$ cat src/rtl/dex_pkg.sv
// Shared constants, instruction field slices and the bubble value for the ID/EX register.
// Imported by the interface, the bypass mux and the pipeline register.
package dex_pkg;

  localparam logic [31:0] NOP_INST   = 32'h0000_0013;
  localparam int          REG_ADDR_W = 5;

  typedef logic [REG_ADDR_W-1:0] reg_addr_t;

  // Control-side fields that define a bubble; data fields are simply zeroed.
  typedef struct packed {
    logic        valid;
    logic [31:0] inst;
    logic        rd_wren;
    logic        is_load;
  } ctl_tag_t;

  function automatic reg_addr_t rd_of(input logic [31:0] inst);
    return inst[11:7];
  endfunction

  function automatic reg_addr_t rs1_of(input logic [31:0] inst);
    return inst[19:15];
  endfunction

  function automatic reg_addr_t rs2_of(input logic [31:0] inst);
    return inst[24:20];
  endfunction

  function automatic ctl_tag_t bubble_tag();
    return '{valid: 1'b0, inst: NOP_INST, rd_wren: 1'b0, is_load: 1'b0};
  endfunction

endpackage

$ cat src/rtl/decode_ex_reg_if.sv
// Decode-to-execute bundle: decode-side inputs, bypass sources, and the registered EX entry.
// master = decode/pipeline control side, slave = the ID/EX register.
interface decode_ex_reg_if
  import dex_pkg::*;
#(
  parameter int XLEN   = 32,
  parameter int CTRL_W = 16,
  parameter int CNT_W  = 16
) ();

  logic              i_dex_valid;
  logic [XLEN-1:0]   i_dex_pc;
  logic [31:0]       i_dex_inst;
  logic [XLEN-1:0]   i_dex_rs1_data;
  logic [XLEN-1:0]   i_dex_rs2_data;
  logic [XLEN-1:0]   i_dex_imm;
  logic [CTRL_W-1:0] i_dex_ctrl;
  logic              i_dex_rd_wren;
  logic              i_dex_is_load;
  logic              i_dex_uses_rs1;
  logic              i_dex_uses_rs2;
  logic              i_dex_flush;
  logic              i_dex_hold;
  logic              i_dex_mem_wren;
  reg_addr_t         i_dex_mem_addr;
  logic [XLEN-1:0]   i_dex_mem_data;
  logic              i_dex_wb_wren;
  reg_addr_t         i_dex_wb_addr;
  logic [XLEN-1:0]   i_dex_wb_data;

  logic              o_dex_valid;
  logic [XLEN-1:0]   o_dex_pc;
  logic [31:0]       o_dex_inst;
  logic [XLEN-1:0]   o_dex_rs1_data;
  logic [XLEN-1:0]   o_dex_rs2_data;
  logic [XLEN-1:0]   o_dex_imm;
  logic [CTRL_W-1:0] o_dex_ctrl;
  logic              o_dex_rd_wren;
  logic              o_dex_is_load;
  logic              o_dex_load_use;
  logic              o_dex_stall_up;
  logic [CNT_W-1:0]  o_dex_stall_cnt;
  logic [CNT_W-1:0]  o_dex_flush_cnt;

  modport master (
    output i_dex_valid, i_dex_pc, i_dex_inst, i_dex_rs1_data, i_dex_rs2_data, i_dex_imm,
           i_dex_ctrl, i_dex_rd_wren, i_dex_is_load, i_dex_uses_rs1, i_dex_uses_rs2,
           i_dex_flush, i_dex_hold, i_dex_mem_wren, i_dex_mem_addr, i_dex_mem_data,
           i_dex_wb_wren, i_dex_wb_addr, i_dex_wb_data,
    input  o_dex_valid, o_dex_pc, o_dex_inst, o_dex_rs1_data, o_dex_rs2_data, o_dex_imm,
           o_dex_ctrl, o_dex_rd_wren, o_dex_is_load, o_dex_load_use, o_dex_stall_up,
           o_dex_stall_cnt, o_dex_flush_cnt
  );

  modport slave (
    input  i_dex_valid, i_dex_pc, i_dex_inst, i_dex_rs1_data, i_dex_rs2_data, i_dex_imm,
           i_dex_ctrl, i_dex_rd_wren, i_dex_is_load, i_dex_uses_rs1, i_dex_uses_rs2,
           i_dex_flush, i_dex_hold, i_dex_mem_wren, i_dex_mem_addr, i_dex_mem_data,
           i_dex_wb_wren, i_dex_wb_addr, i_dex_wb_data,
    output o_dex_valid, o_dex_pc, o_dex_inst, o_dex_rs1_data, o_dex_rs2_data, o_dex_imm,
           o_dex_ctrl, o_dex_rd_wren, o_dex_is_load, o_dex_load_use, o_dex_stall_up,
           o_dex_stall_cnt, o_dex_flush_cnt
  );

endinterface

$ cat src/rtl/dex_fwd_mux.sv
// Operand bypass: x0 -> 0, else MEM (younger) over WB over regfile; purely combinational.
// With FWD_EN=0 only the x0 guard remains in front of the regfile data.
module dex_fwd_mux
  import dex_pkg::*;
#(
  parameter int XLEN   = 32,
  parameter bit FWD_EN = 1'b1
) (
  input  reg_addr_t       src_addr,
  input  logic [XLEN-1:0] rf_data,
  input  logic            mem_wren,
  input  reg_addr_t       mem_addr,
  input  logic [XLEN-1:0] mem_data,
  input  logic            wb_wren,
  input  reg_addr_t       wb_addr,
  input  logic [XLEN-1:0] wb_data,
  output logic [XLEN-1:0] fwd_data
);

  always_comb begin
    fwd_data = rf_data;
    if (src_addr == '0) begin
      fwd_data = '0;
    end else if (FWD_EN && mem_wren && (mem_addr == src_addr)) begin
      fwd_data = mem_data;
    end else if (FWD_EN && wb_wren && (wb_addr == src_addr)) begin
      fwd_data = wb_data;
    end
  end

endmodule

$ cat src/rtl/decode_ex_reg.sv
// ID/EX pipeline register with operand bypass, load-use bubbles, flush and event counters; 1-cycle latency.
// Downstream hold freezes the entry; load-use and hold both stall upstream through o_dex_stall_up.
module decode_ex_reg
  import dex_pkg::*;
#(
  parameter int XLEN   = 32,
  parameter int CTRL_W = 16,
  parameter bit FWD_EN = 1'b1,
  parameter int CNT_W  = 16
) (
  input logic           i_dex_clk,
  input logic           i_dex_reset,
  decode_ex_reg_if.slave dex
);

  logic              valid_q, valid_d;
  logic [XLEN-1:0]   pc_q, pc_d;
  logic [31:0]       inst_q, inst_d;
  logic [XLEN-1:0]   rs1_data_q, rs1_data_d;
  logic [XLEN-1:0]   rs2_data_q, rs2_data_d;
  logic [XLEN-1:0]   imm_q, imm_d;
  logic [CTRL_W-1:0] ctrl_q, ctrl_d;
  logic              rd_wren_q, rd_wren_d;
  logic              is_load_q, is_load_d;
  logic [CNT_W-1:0]  stall_cnt_q, stall_cnt_d;
  logic [CNT_W-1:0]  flush_cnt_q, flush_cnt_d;

  reg_addr_t         rs1_addr, rs2_addr, rd_ex;
  logic [XLEN-1:0]   rs1_fwd, rs2_fwd;
  logic              load_use;

  function automatic logic [CNT_W-1:0] sat_inc(input logic [CNT_W-1:0] v);
    return (&v) ? v : v + CNT_W'(1);
  endfunction

  assign rs1_addr = rs1_of(dex.i_dex_inst);
  assign rs2_addr = rs2_of(dex.i_dex_inst);
  assign rd_ex    = rd_of(inst_q);

  dex_fwd_mux #(.XLEN(XLEN), .FWD_EN(FWD_EN)) u_fwd_rs1 (
    .src_addr (rs1_addr),
    .rf_data  (dex.i_dex_rs1_data),
    .mem_wren (dex.i_dex_mem_wren),
    .mem_addr (dex.i_dex_mem_addr),
    .mem_data (dex.i_dex_mem_data),
    .wb_wren  (dex.i_dex_wb_wren),
    .wb_addr  (dex.i_dex_wb_addr),
    .wb_data  (dex.i_dex_wb_data),
    .fwd_data (rs1_fwd)
  );

  dex_fwd_mux #(.XLEN(XLEN), .FWD_EN(FWD_EN)) u_fwd_rs2 (
    .src_addr (rs2_addr),
    .rf_data  (dex.i_dex_rs2_data),
    .mem_wren (dex.i_dex_mem_wren),
    .mem_addr (dex.i_dex_mem_addr),
    .mem_data (dex.i_dex_mem_data),
    .wb_wren  (dex.i_dex_wb_wren),
    .wb_addr  (dex.i_dex_wb_addr),
    .wb_data  (dex.i_dex_wb_data),
    .fwd_data (rs2_fwd)
  );

  // A load in EX cannot forward its result to the instruction right behind it.
  assign load_use = valid_q && is_load_q && rd_wren_q && (rd_ex != '0) && dex.i_dex_valid &&
                    ((dex.i_dex_uses_rs1 && (rs1_addr == rd_ex)) ||
                     (dex.i_dex_uses_rs2 && (rs2_addr == rd_ex)));

  always_comb begin
    valid_d     = valid_q;
    pc_d        = pc_q;
    inst_d      = inst_q;
    rs1_data_d  = rs1_data_q;
    rs2_data_d  = rs2_data_q;
    imm_d       = imm_q;
    ctrl_d      = ctrl_q;
    rd_wren_d   = rd_wren_q;
    is_load_d   = is_load_q;
    stall_cnt_d = stall_cnt_q;
    flush_cnt_d = flush_cnt_q;

    if (dex.i_dex_flush || (!dex.i_dex_hold && load_use)) begin
      {valid_d, inst_d, rd_wren_d, is_load_d} = bubble_tag();
      pc_d       = '0;
      rs1_data_d = '0;
      rs2_data_d = '0;
      imm_d      = '0;
      ctrl_d     = '0;
      if (dex.i_dex_flush) begin
        flush_cnt_d = sat_inc(flush_cnt_q);
      end else begin
        stall_cnt_d = sat_inc(stall_cnt_q);
      end
    end else if (!dex.i_dex_hold) begin
      valid_d    = dex.i_dex_valid;
      pc_d       = dex.i_dex_pc;
      inst_d     = dex.i_dex_inst;
      rs1_data_d = rs1_fwd;
      rs2_data_d = rs2_fwd;
      imm_d      = dex.i_dex_imm;
      ctrl_d     = dex.i_dex_valid ? dex.i_dex_ctrl : '0;
      rd_wren_d  = dex.i_dex_valid && dex.i_dex_rd_wren;
      is_load_d  = dex.i_dex_is_load;
    end
  end

  always_ff @(posedge i_dex_clk) begin
    if (i_dex_reset) begin
      {valid_q, inst_q, rd_wren_q, is_load_q} <= bubble_tag();
      pc_q        <= '0;
      rs1_data_q  <= '0;
      rs2_data_q  <= '0;
      imm_q       <= '0;
      ctrl_q      <= '0;
      stall_cnt_q <= '0;
      flush_cnt_q <= '0;
    end else begin
      valid_q     <= valid_d;
      pc_q        <= pc_d;
      inst_q      <= inst_d;
      rs1_data_q  <= rs1_data_d;
      rs2_data_q  <= rs2_data_d;
      imm_q       <= imm_d;
      ctrl_q      <= ctrl_d;
      rd_wren_q   <= rd_wren_d;
      is_load_q   <= is_load_d;
      stall_cnt_q <= stall_cnt_d;
      flush_cnt_q <= flush_cnt_d;
    end
  end

  assign dex.o_dex_valid     = valid_q;
  assign dex.o_dex_pc        = pc_q;
  assign dex.o_dex_inst      = inst_q;
  assign dex.o_dex_rs1_data  = rs1_data_q;
  assign dex.o_dex_rs2_data  = rs2_data_q;
  assign dex.o_dex_imm       = imm_q;
  assign dex.o_dex_ctrl      = ctrl_q;
  assign dex.o_dex_rd_wren   = rd_wren_q;
  assign dex.o_dex_is_load   = is_load_q;
  assign dex.o_dex_load_use  = load_use;
  assign dex.o_dex_stall_up  = load_use || dex.i_dex_hold;
  assign dex.o_dex_stall_cnt = stall_cnt_q;
  assign dex.o_dex_flush_cnt = flush_cnt_q;

endmodule

$ cat src/flat_wrapper.sv
// flat-port wrapper written by rule: the top's interface ports become plain ports
module decode_ex_reg_flat import dex_pkg::*;
#(
  parameter int XLEN   = 32,
  parameter int CTRL_W = 16,
  parameter bit FWD_EN = 1'b1,
  parameter int CNT_W  = 16
)
  (i_dex_clk, i_dex_reset, dex_i_dex_valid, dex_i_dex_pc, dex_i_dex_inst, dex_i_dex_rs1_data, dex_i_dex_rs2_data, dex_i_dex_imm, dex_i_dex_ctrl, dex_i_dex_rd_wren, dex_i_dex_is_load, dex_i_dex_uses_rs1, dex_i_dex_uses_rs2, dex_i_dex_flush, dex_i_dex_hold, dex_i_dex_mem_wren, dex_i_dex_mem_addr, dex_i_dex_mem_data, dex_i_dex_wb_wren, dex_i_dex_wb_addr, dex_i_dex_wb_data, dex_o_dex_valid, dex_o_dex_pc, dex_o_dex_inst, dex_o_dex_rs1_data, dex_o_dex_rs2_data, dex_o_dex_imm, dex_o_dex_ctrl, dex_o_dex_rd_wren, dex_o_dex_is_load, dex_o_dex_load_use, dex_o_dex_stall_up, dex_o_dex_stall_cnt, dex_o_dex_flush_cnt);
  decode_ex_reg_if #(.XLEN(XLEN), .CTRL_W(CTRL_W), .CNT_W(CNT_W)) dex_i ();
  input logic i_dex_clk;
  input logic i_dex_reset;
  input wire logic [$bits(dex_i.i_dex_valid)-1:0] dex_i_dex_valid;
  input wire logic [$bits(dex_i.i_dex_pc)-1:0] dex_i_dex_pc;
  input wire logic [$bits(dex_i.i_dex_inst)-1:0] dex_i_dex_inst;
  input wire logic [$bits(dex_i.i_dex_rs1_data)-1:0] dex_i_dex_rs1_data;
  input wire logic [$bits(dex_i.i_dex_rs2_data)-1:0] dex_i_dex_rs2_data;
  input wire logic [$bits(dex_i.i_dex_imm)-1:0] dex_i_dex_imm;
  input wire logic [$bits(dex_i.i_dex_ctrl)-1:0] dex_i_dex_ctrl;
  input wire logic [$bits(dex_i.i_dex_rd_wren)-1:0] dex_i_dex_rd_wren;
  input wire logic [$bits(dex_i.i_dex_is_load)-1:0] dex_i_dex_is_load;
  input wire logic [$bits(dex_i.i_dex_uses_rs1)-1:0] dex_i_dex_uses_rs1;
  input wire logic [$bits(dex_i.i_dex_uses_rs2)-1:0] dex_i_dex_uses_rs2;
  input wire logic [$bits(dex_i.i_dex_flush)-1:0] dex_i_dex_flush;
  input wire logic [$bits(dex_i.i_dex_hold)-1:0] dex_i_dex_hold;
  input wire logic [$bits(dex_i.i_dex_mem_wren)-1:0] dex_i_dex_mem_wren;
  input wire logic [$bits(dex_i.i_dex_mem_addr)-1:0] dex_i_dex_mem_addr;
  input wire logic [$bits(dex_i.i_dex_mem_data)-1:0] dex_i_dex_mem_data;
  input wire logic [$bits(dex_i.i_dex_wb_wren)-1:0] dex_i_dex_wb_wren;
  input wire logic [$bits(dex_i.i_dex_wb_addr)-1:0] dex_i_dex_wb_addr;
  input wire logic [$bits(dex_i.i_dex_wb_data)-1:0] dex_i_dex_wb_data;
  output wire logic [$bits(dex_i.o_dex_valid)-1:0] dex_o_dex_valid;
  output wire logic [$bits(dex_i.o_dex_pc)-1:0] dex_o_dex_pc;
  output wire logic [$bits(dex_i.o_dex_inst)-1:0] dex_o_dex_inst;
  output wire logic [$bits(dex_i.o_dex_rs1_data)-1:0] dex_o_dex_rs1_data;
  output wire logic [$bits(dex_i.o_dex_rs2_data)-1:0] dex_o_dex_rs2_data;
  output wire logic [$bits(dex_i.o_dex_imm)-1:0] dex_o_dex_imm;
  output wire logic [$bits(dex_i.o_dex_ctrl)-1:0] dex_o_dex_ctrl;
  output wire logic [$bits(dex_i.o_dex_rd_wren)-1:0] dex_o_dex_rd_wren;
  output wire logic [$bits(dex_i.o_dex_is_load)-1:0] dex_o_dex_is_load;
  output wire logic [$bits(dex_i.o_dex_load_use)-1:0] dex_o_dex_load_use;
  output wire logic [$bits(dex_i.o_dex_stall_up)-1:0] dex_o_dex_stall_up;
  output wire logic [$bits(dex_i.o_dex_stall_cnt)-1:0] dex_o_dex_stall_cnt;
  output wire logic [$bits(dex_i.o_dex_flush_cnt)-1:0] dex_o_dex_flush_cnt;
  assign dex_i.i_dex_valid = dex_i_dex_valid;
  assign dex_i.i_dex_pc = dex_i_dex_pc;
  assign dex_i.i_dex_inst = dex_i_dex_inst;
  assign dex_i.i_dex_rs1_data = dex_i_dex_rs1_data;
  assign dex_i.i_dex_rs2_data = dex_i_dex_rs2_data;
  assign dex_i.i_dex_imm = dex_i_dex_imm;
  assign dex_i.i_dex_ctrl = dex_i_dex_ctrl;
  assign dex_i.i_dex_rd_wren = dex_i_dex_rd_wren;
  assign dex_i.i_dex_is_load = dex_i_dex_is_load;
  assign dex_i.i_dex_uses_rs1 = dex_i_dex_uses_rs1;
  assign dex_i.i_dex_uses_rs2 = dex_i_dex_uses_rs2;
  assign dex_i.i_dex_flush = dex_i_dex_flush;
  assign dex_i.i_dex_hold = dex_i_dex_hold;
  assign dex_i.i_dex_mem_wren = dex_i_dex_mem_wren;
  assign dex_i.i_dex_mem_addr = dex_i_dex_mem_addr;
  assign dex_i.i_dex_mem_data = dex_i_dex_mem_data;
  assign dex_i.i_dex_wb_wren = dex_i_dex_wb_wren;
  assign dex_i.i_dex_wb_addr = dex_i_dex_wb_addr;
  assign dex_i.i_dex_wb_data = dex_i_dex_wb_data;
  assign dex_o_dex_valid = dex_i.o_dex_valid;
  assign dex_o_dex_pc = dex_i.o_dex_pc;
  assign dex_o_dex_inst = dex_i.o_dex_inst;
  assign dex_o_dex_rs1_data = dex_i.o_dex_rs1_data;
  assign dex_o_dex_rs2_data = dex_i.o_dex_rs2_data;
  assign dex_o_dex_imm = dex_i.o_dex_imm;
  assign dex_o_dex_ctrl = dex_i.o_dex_ctrl;
  assign dex_o_dex_rd_wren = dex_i.o_dex_rd_wren;
  assign dex_o_dex_is_load = dex_i.o_dex_is_load;
  assign dex_o_dex_load_use = dex_i.o_dex_load_use;
  assign dex_o_dex_stall_up = dex_i.o_dex_stall_up;
  assign dex_o_dex_stall_cnt = dex_i.o_dex_stall_cnt;
  assign dex_o_dex_flush_cnt = dex_i.o_dex_flush_cnt;
  decode_ex_reg #(.XLEN(XLEN), .CTRL_W(CTRL_W), .FWD_EN(FWD_EN), .CNT_W(CNT_W)) u_core (.i_dex_clk(i_dex_clk), .i_dex_reset(i_dex_reset), .dex(dex_i));
endmodule
$ cat config.mk
export PLATFORM = sky130hd
export DESIGN_NAME = decode_ex_reg_flat
export DESIGN_NICKNAME = d
export VERILOG_FILES = /design/src/rtl/dex_pkg.sv /design/src/rtl/decode_ex_reg_if.sv /design/src/rtl/dex_fwd_mux.sv /design/src/rtl/decode_ex_reg.sv /design/src/flat_wrapper.sv
export SDC_FILE = /design/constraint.sdc
export NUM_CORES = 1
export LEC_CHECK = 0
export ABC_AREA = 0
export ABC_CLOCK_PERIOD_IN_PS = 3140
export CAP_MARGIN = 15
export CORE_AREA = 2 2 183 185
export CTS_BUF_LIST = sky130_fd_sc_hd__clkbuf_16
export DETAILED_ROUTE_END_ITERATION = 10
export DIE_AREA = 0 0 185 187
export HOLD_SLACK_MARGIN = 0.02
export PLACE_DENSITY = 0.67
export SLEW_MARGIN = 20
export SYNTH_ARGS = -nofsm -noshare
export SYNTH_HDL_FRONTEND = slang
export SYNTH_SLANG_ARGS = --single-unit
$ cat constraint.sdc
create_clock -name i_dex_clk -period 3.14 [get_ports i_dex_clk]
set_input_delay 0.628 -clock i_dex_clk [delete_from_list [all_inputs] [get_ports i_dex_clk]]
set_output_delay 0.628 -clock i_dex_clk [all_outputs]
set_load 0.05 [all_outputs]
After elaboration in Yosys (flattened, before gate mapping) --
Cells that the tools add are included.
Cells by class: $add $sub $neg 2, $mul 0, div/mod/pow operators 0, order comparisons 0, equality and inequality tests 6, shifts and indexed selects 0, mux-type cells 7, bitwise logic cells 3, reduce and logical (&&, ||, !) cells 25
Operators with widths (count):
- two-way mux 32 bit | 6
- adder 16 x 1 -> 16 bit, second input constant | 2
- AND reduction 16 bit | 2
- == test 5 bit | 6
- two-way mux 16 bit | 1
- logical AND 1 bit | 13
- zero test 5 bit | 2
- AND reduction 3 bit | 2
- nonzero test 5 bit | 1
- logical OR 1 bit | 3
- inverter 1 bit | 3
- OR reduction 2 bit | 1
- zero test 1 bit | 1
Word-level totals: register bits after elaboration 211, latch bits 0, memory bits (writable) 0, bits in read-only memories 0, bits of input ports 261, output and inout port bits 213, memories kept 0

Longest topological paths before layout --
depth after elaboration 8, depth in mapped cells 9, gate-level depth less buffers 7

Modules after synthesis --
A second synthesis with hierarchy kept.
Second synthesis, totals: cells, all modules 1014, area, all modules 9734.3 µm²
By module, submodules not included:
- decode_ex_reg | instances 1, cells each 622, area an instance 7231.9 µm², seq. area each 4224.1 µm²
- dex_fwd_mux | instances 2, cells each 196, area an instance 1251.2 µm², seq. area each 0.0 µm²

Worst setup path after synthesis --
Ideal clock, no wire load.
path kind input to output, start input port dex_i_dex_inst[16], end output port dex_o_dex_stall_up, arrival time 1.801 ns, data required time 2.512 ns, slack 0.711 ns, stages on the path 6, path buffers 1, cell sequence buf_2 xnor2_1 nand4_1 o22ai_2 nand2_2 nand2b_1
Between the ends: cells in the longest elaborated chain, start to end 5
Ends and longest elaborated chain:
- from (decl) | RTL line flat_wrapper.sv:15 | input wire logic [$bits(dex_i.i_dex_inst)-1:0] dex_i_dex_inst;
- == test 5 bit | RTL line decode_ex_reg.sv:66 | ((dex.i_dex_uses_rs1 && (rs1_addr == rd_ex)) ||
- logical AND 1 bit | RTL line decode_ex_reg.sv:66
- logical OR 1 bit | RTL line decode_ex_reg.sv:66
- logical AND 1 bit | RTL line decode_ex_reg.sv:65 | assign load_use = valid_q && is_load_q && rd_wren_q && (rd_ex != '0) && dex.i_dex_valid &&
- logical OR 1 bit | RTL line decode_ex_reg.sv:142 | assign dex.o_dex_stall_up = load_use || dex.i_dex_hold;
- to (decl) | RTL line flat_wrapper.sv:42 | output wire logic [$bits(dex_i.o_dex_stall_up)-1:0] dex_o_dex_stall_up;
Every way passes these cells.

Final worst setup path --
start input port dex_i_dex_inst[17], end output port dex_o_dex_stall_up
The elaborated chain is that of the path after synthesis.

==> reports/metrics.yaml <==
cts:
  cts_max_level: 1
  clkTransAtPathRegs_ns: 0.06
  cts_tree: "yes"
  cts.repair_timing.setup_buffer_count: 0
  hold_buffers: 0
  cts_sinks: 211
  numCtsBuffers: 24
  cts-root-buf: "clkbuf_16"
  cts_resized: 0
  clock_insertion_delay_worst_skew_ns: 0.53
  cts_buffer_depth: 3
floorplanning:
  die_h_um: 187
  io_pins: 474
  start_util_pct: 27.4
  dieArea_um2: 34600
  core_um2: 32900
  rows: 67
  die_x_um: 185
grt:
  antenna_found_initial: 2
  grt_use_total_pct: 19.5
  grt_overflow: 0
  grt_pass1_vias: 9096
  grt_pass1_wl_mm: 53.0
  grt_max_degree: 106
sta:
  finalSetupTns_ns: 0
  worst-slew-pin-transition_ns: 1.13
  fmax_ghz: 0.337
  rsz0062_at_grt: "no"
  fin_skew_ns: 0.0227
  finalMaxSlewViolations: 0
  period_share_pct: 94.6
  period_minus_slack_ns: 2.97
  slew_headroom_pct: 24.6
  hold_viol_final: 0
  finalSetupViolations: 0
power:
  combPwrFrac_pct: 17.7
  cell_internal_pwr_uw: 5210
  p_sw_uw: 1850
  p_clk_share_pct: 42.5
  switching_share_pct: 26.2
  power_uw: 7060
  p_seq_share_pct: 39.7
  irDropWorstVdd_uv: 412
  total_leakage_power_uw: 0.00572
  power_density_nw_per_um2: 466
route:
  num_vias: 8896
  first_pass_iters: 9
  drc_errors: 0
  via_per_inst: 4.86
  finalWirelength_mm: 35.4
  detail-route-antenna-nets: 0
  drtIter0Drc: 643
  wl_per_cell_um: 19.3
synth:
  synthCells: 912
  ys_ff_latch: 211
  synth_area_leaders: "dfxtp_1 (47%), mux2i_1 (11%), nor2_1 (8.8%)"
  ys_warn_count: 0
  yosysTopAreaCell: "dfxtp_1"
  ys.flop_type: "dfxtp_1"
  synth_edf_count: 0
  synth_area_um2: 9000
  ys_types: 41
  postSynthAreaPerCell_um2: 9.86
  async_flop_share_pct: 0
  synth_fp_nets: 1175
  yosys.area.top_type_share_pct: 47.0
  ys_seq_area_share_pct: 47.0
setup_path:
  cp_slowest_cell: "clkdlybuf4s50_1"
  end_kind: "output pin"
  path_max_fanout: 5
  worstPathCellList: "clkdlybuf4s50_1, xnor2_1, nand4_1, o22ai_2, nand2_2, nand2b_1, buf_12"
  crit_type: "in -> out"
  crit_buf_inv: 2
  crit_required_ns: 2.51
  critical_path_arrival_ns: 2.34
  critPathTopFamily: "buffers and inverters"
  critPathMaxStageDelay_ns: 0.62
  cp-start-kind: "input port"
hold_path:
  holdCritPathClass: "reg -> reg"
placed_design:
  dpl.hpwl_mm: 26.3
  place_area_um2: 14300
  io_buffers: 473
  place_congestion: 0.797
  placed_cells: 1785
cells_and_area:
  nets: 1626
  final_area_um2: 15200
  layout-drive-gt1-share_pct: 8.98
  area_growth_pct: 68.6
  finalNonFillerCells: 1830
  num-fill-cells: 3115
  multi_input_area_um2: 4450
  regArea_um2: 4220
flow_run:
  maxCapViolations: 0
outcome:
  outcome: "finished, final reports clean"
==> synth_stat cells (all sizes together) (10+ instances only) <==
master,instances
dfxtp,211
nor2,211
mux2i,96
mux2,69
a222oi,64
clkbuf,43
buf,31
xor2,25
xnor2,19
a22oi,17
nand2,16
nand4,14
nand3,13
o21ai,11
a21oi,10
==> final timing paths <==
path	cells after the start	from	slack, ns	end
max	7	dex_i_dex_inst[17]	0.17	dex_o_dex_stall_up
min	1	u_core.dex.o_dex_inst[4]	0.47	u_core.dex.o_dex_inst[4]
max reg2reg	8	u_core.dex.o_dex_inst[9]	0.96	u_core.dex.o_dex_inst[31]
min reg2reg	1	u_core.dex.o_dex_inst[4]	0.47	u_core.dex.o_dex_inst[4]
==> through the flow <==
stage / setup slack [ns] / utilization, % / hold WS (ns)
after floorplan: 0.711 / - / 0.721
after global placement: 0.180 / 43.6 / 0.451
after detailed placement: 0.0680 / 43.6 / 0.461
after CTS: 0.166 / 46.2 / 0.478
after global routing: 0.0417 / 46.2 / 0.508
final: 0.170 / 46.2 / 0.472
==> layer usage <==
layer	part of all wire, %	GRT usage [%]	up-vias
met5	0.037	0	-
met4	3.1	6.56	2
met3	10	6.11	59
met2	49	34.9	439
met1	37	21.7	4194
li1	-	-	4202
==> placed cells by master, fill, tap and decap left out, drive strengths merged, types with 2 or more instances in the layout <==
master           n
inv             10
mux2            69
buf             28
and2             3
and4             5
ha               2
mux2i           96
or4              2
xor2            25
clkinvlp         2
and3             4
a222oi          64
nor2b            8
nor2           211
a211o            3
clkbuf          26
nand3           13
or3              9
nand2           16
clkinv           7
o21ai           11
nand4           14
a22oi           17
a21oi           10
nor3             7
nor4             5
xnor2           19
bufinv           5
dfxtp          211
clkdlybuf4s50  470
==> power by group through the flow <==
stage	clock network [uW]	registers (uW)	logic, uW
2_1_floorplan	0	3120	360
3_3_place_gp	0	2860	1250
3_5_place_dp	0	2860	1250
4_1_cts	3090	2810	1260
5_1_grt	3180	2810	1330
6_report	3000	2810	1250
==> sequential cells by signal, indices dropped and copies added, names as in the netlist, 16 cells and up <==
name                        count
u_core.dex.o_dex_ctrl          16
u_core.dex.o_dex_flush_cnt     16
u_core.dex.o_dex_imm           32
u_core.dex.o_dex_inst          32
u_core.dex.o_dex_pc            32
u_core.dex.o_dex_rs1_data      32
u_core.dex.o_dex_rs2_data      32
u_core.dex.o_dex_stall_cnt     16
==> layout make-up <==
class / instances / area share [%]
clock buffers: 25 / 4.12
flip-flops and latches: 211 / 27.8
diodes: 1 / 0.0165
repair buffers: 499 / 33.5
multi-input cells: 622 / 29.3
inverters: 5 / 0.124
well taps: 448 / 3.70
clock inverters: 19 / 1.40
==> cell families (layout without fill, tap and decap cells) <==
| family | count (synthesis) | in the layout | synth area share [%] |
|---|---|---|---|
| other cells | 0 | 1 | 0 |
| fa+ha+maj | 2 | 2 | 0.278 |
| mux | 165 | 165 | 19.3 |
| buf+inv | 79 | 548 | 3.98 |
| simple gates | 298 | 298 | 14.3 |
| flops | 211 | 211 | 47.0 |
| compound gates | 113 | 113 | 10.9 |
| xor+xnor | 44 | 44 | 4.28 |
Power figures use the tool's default switching activity.
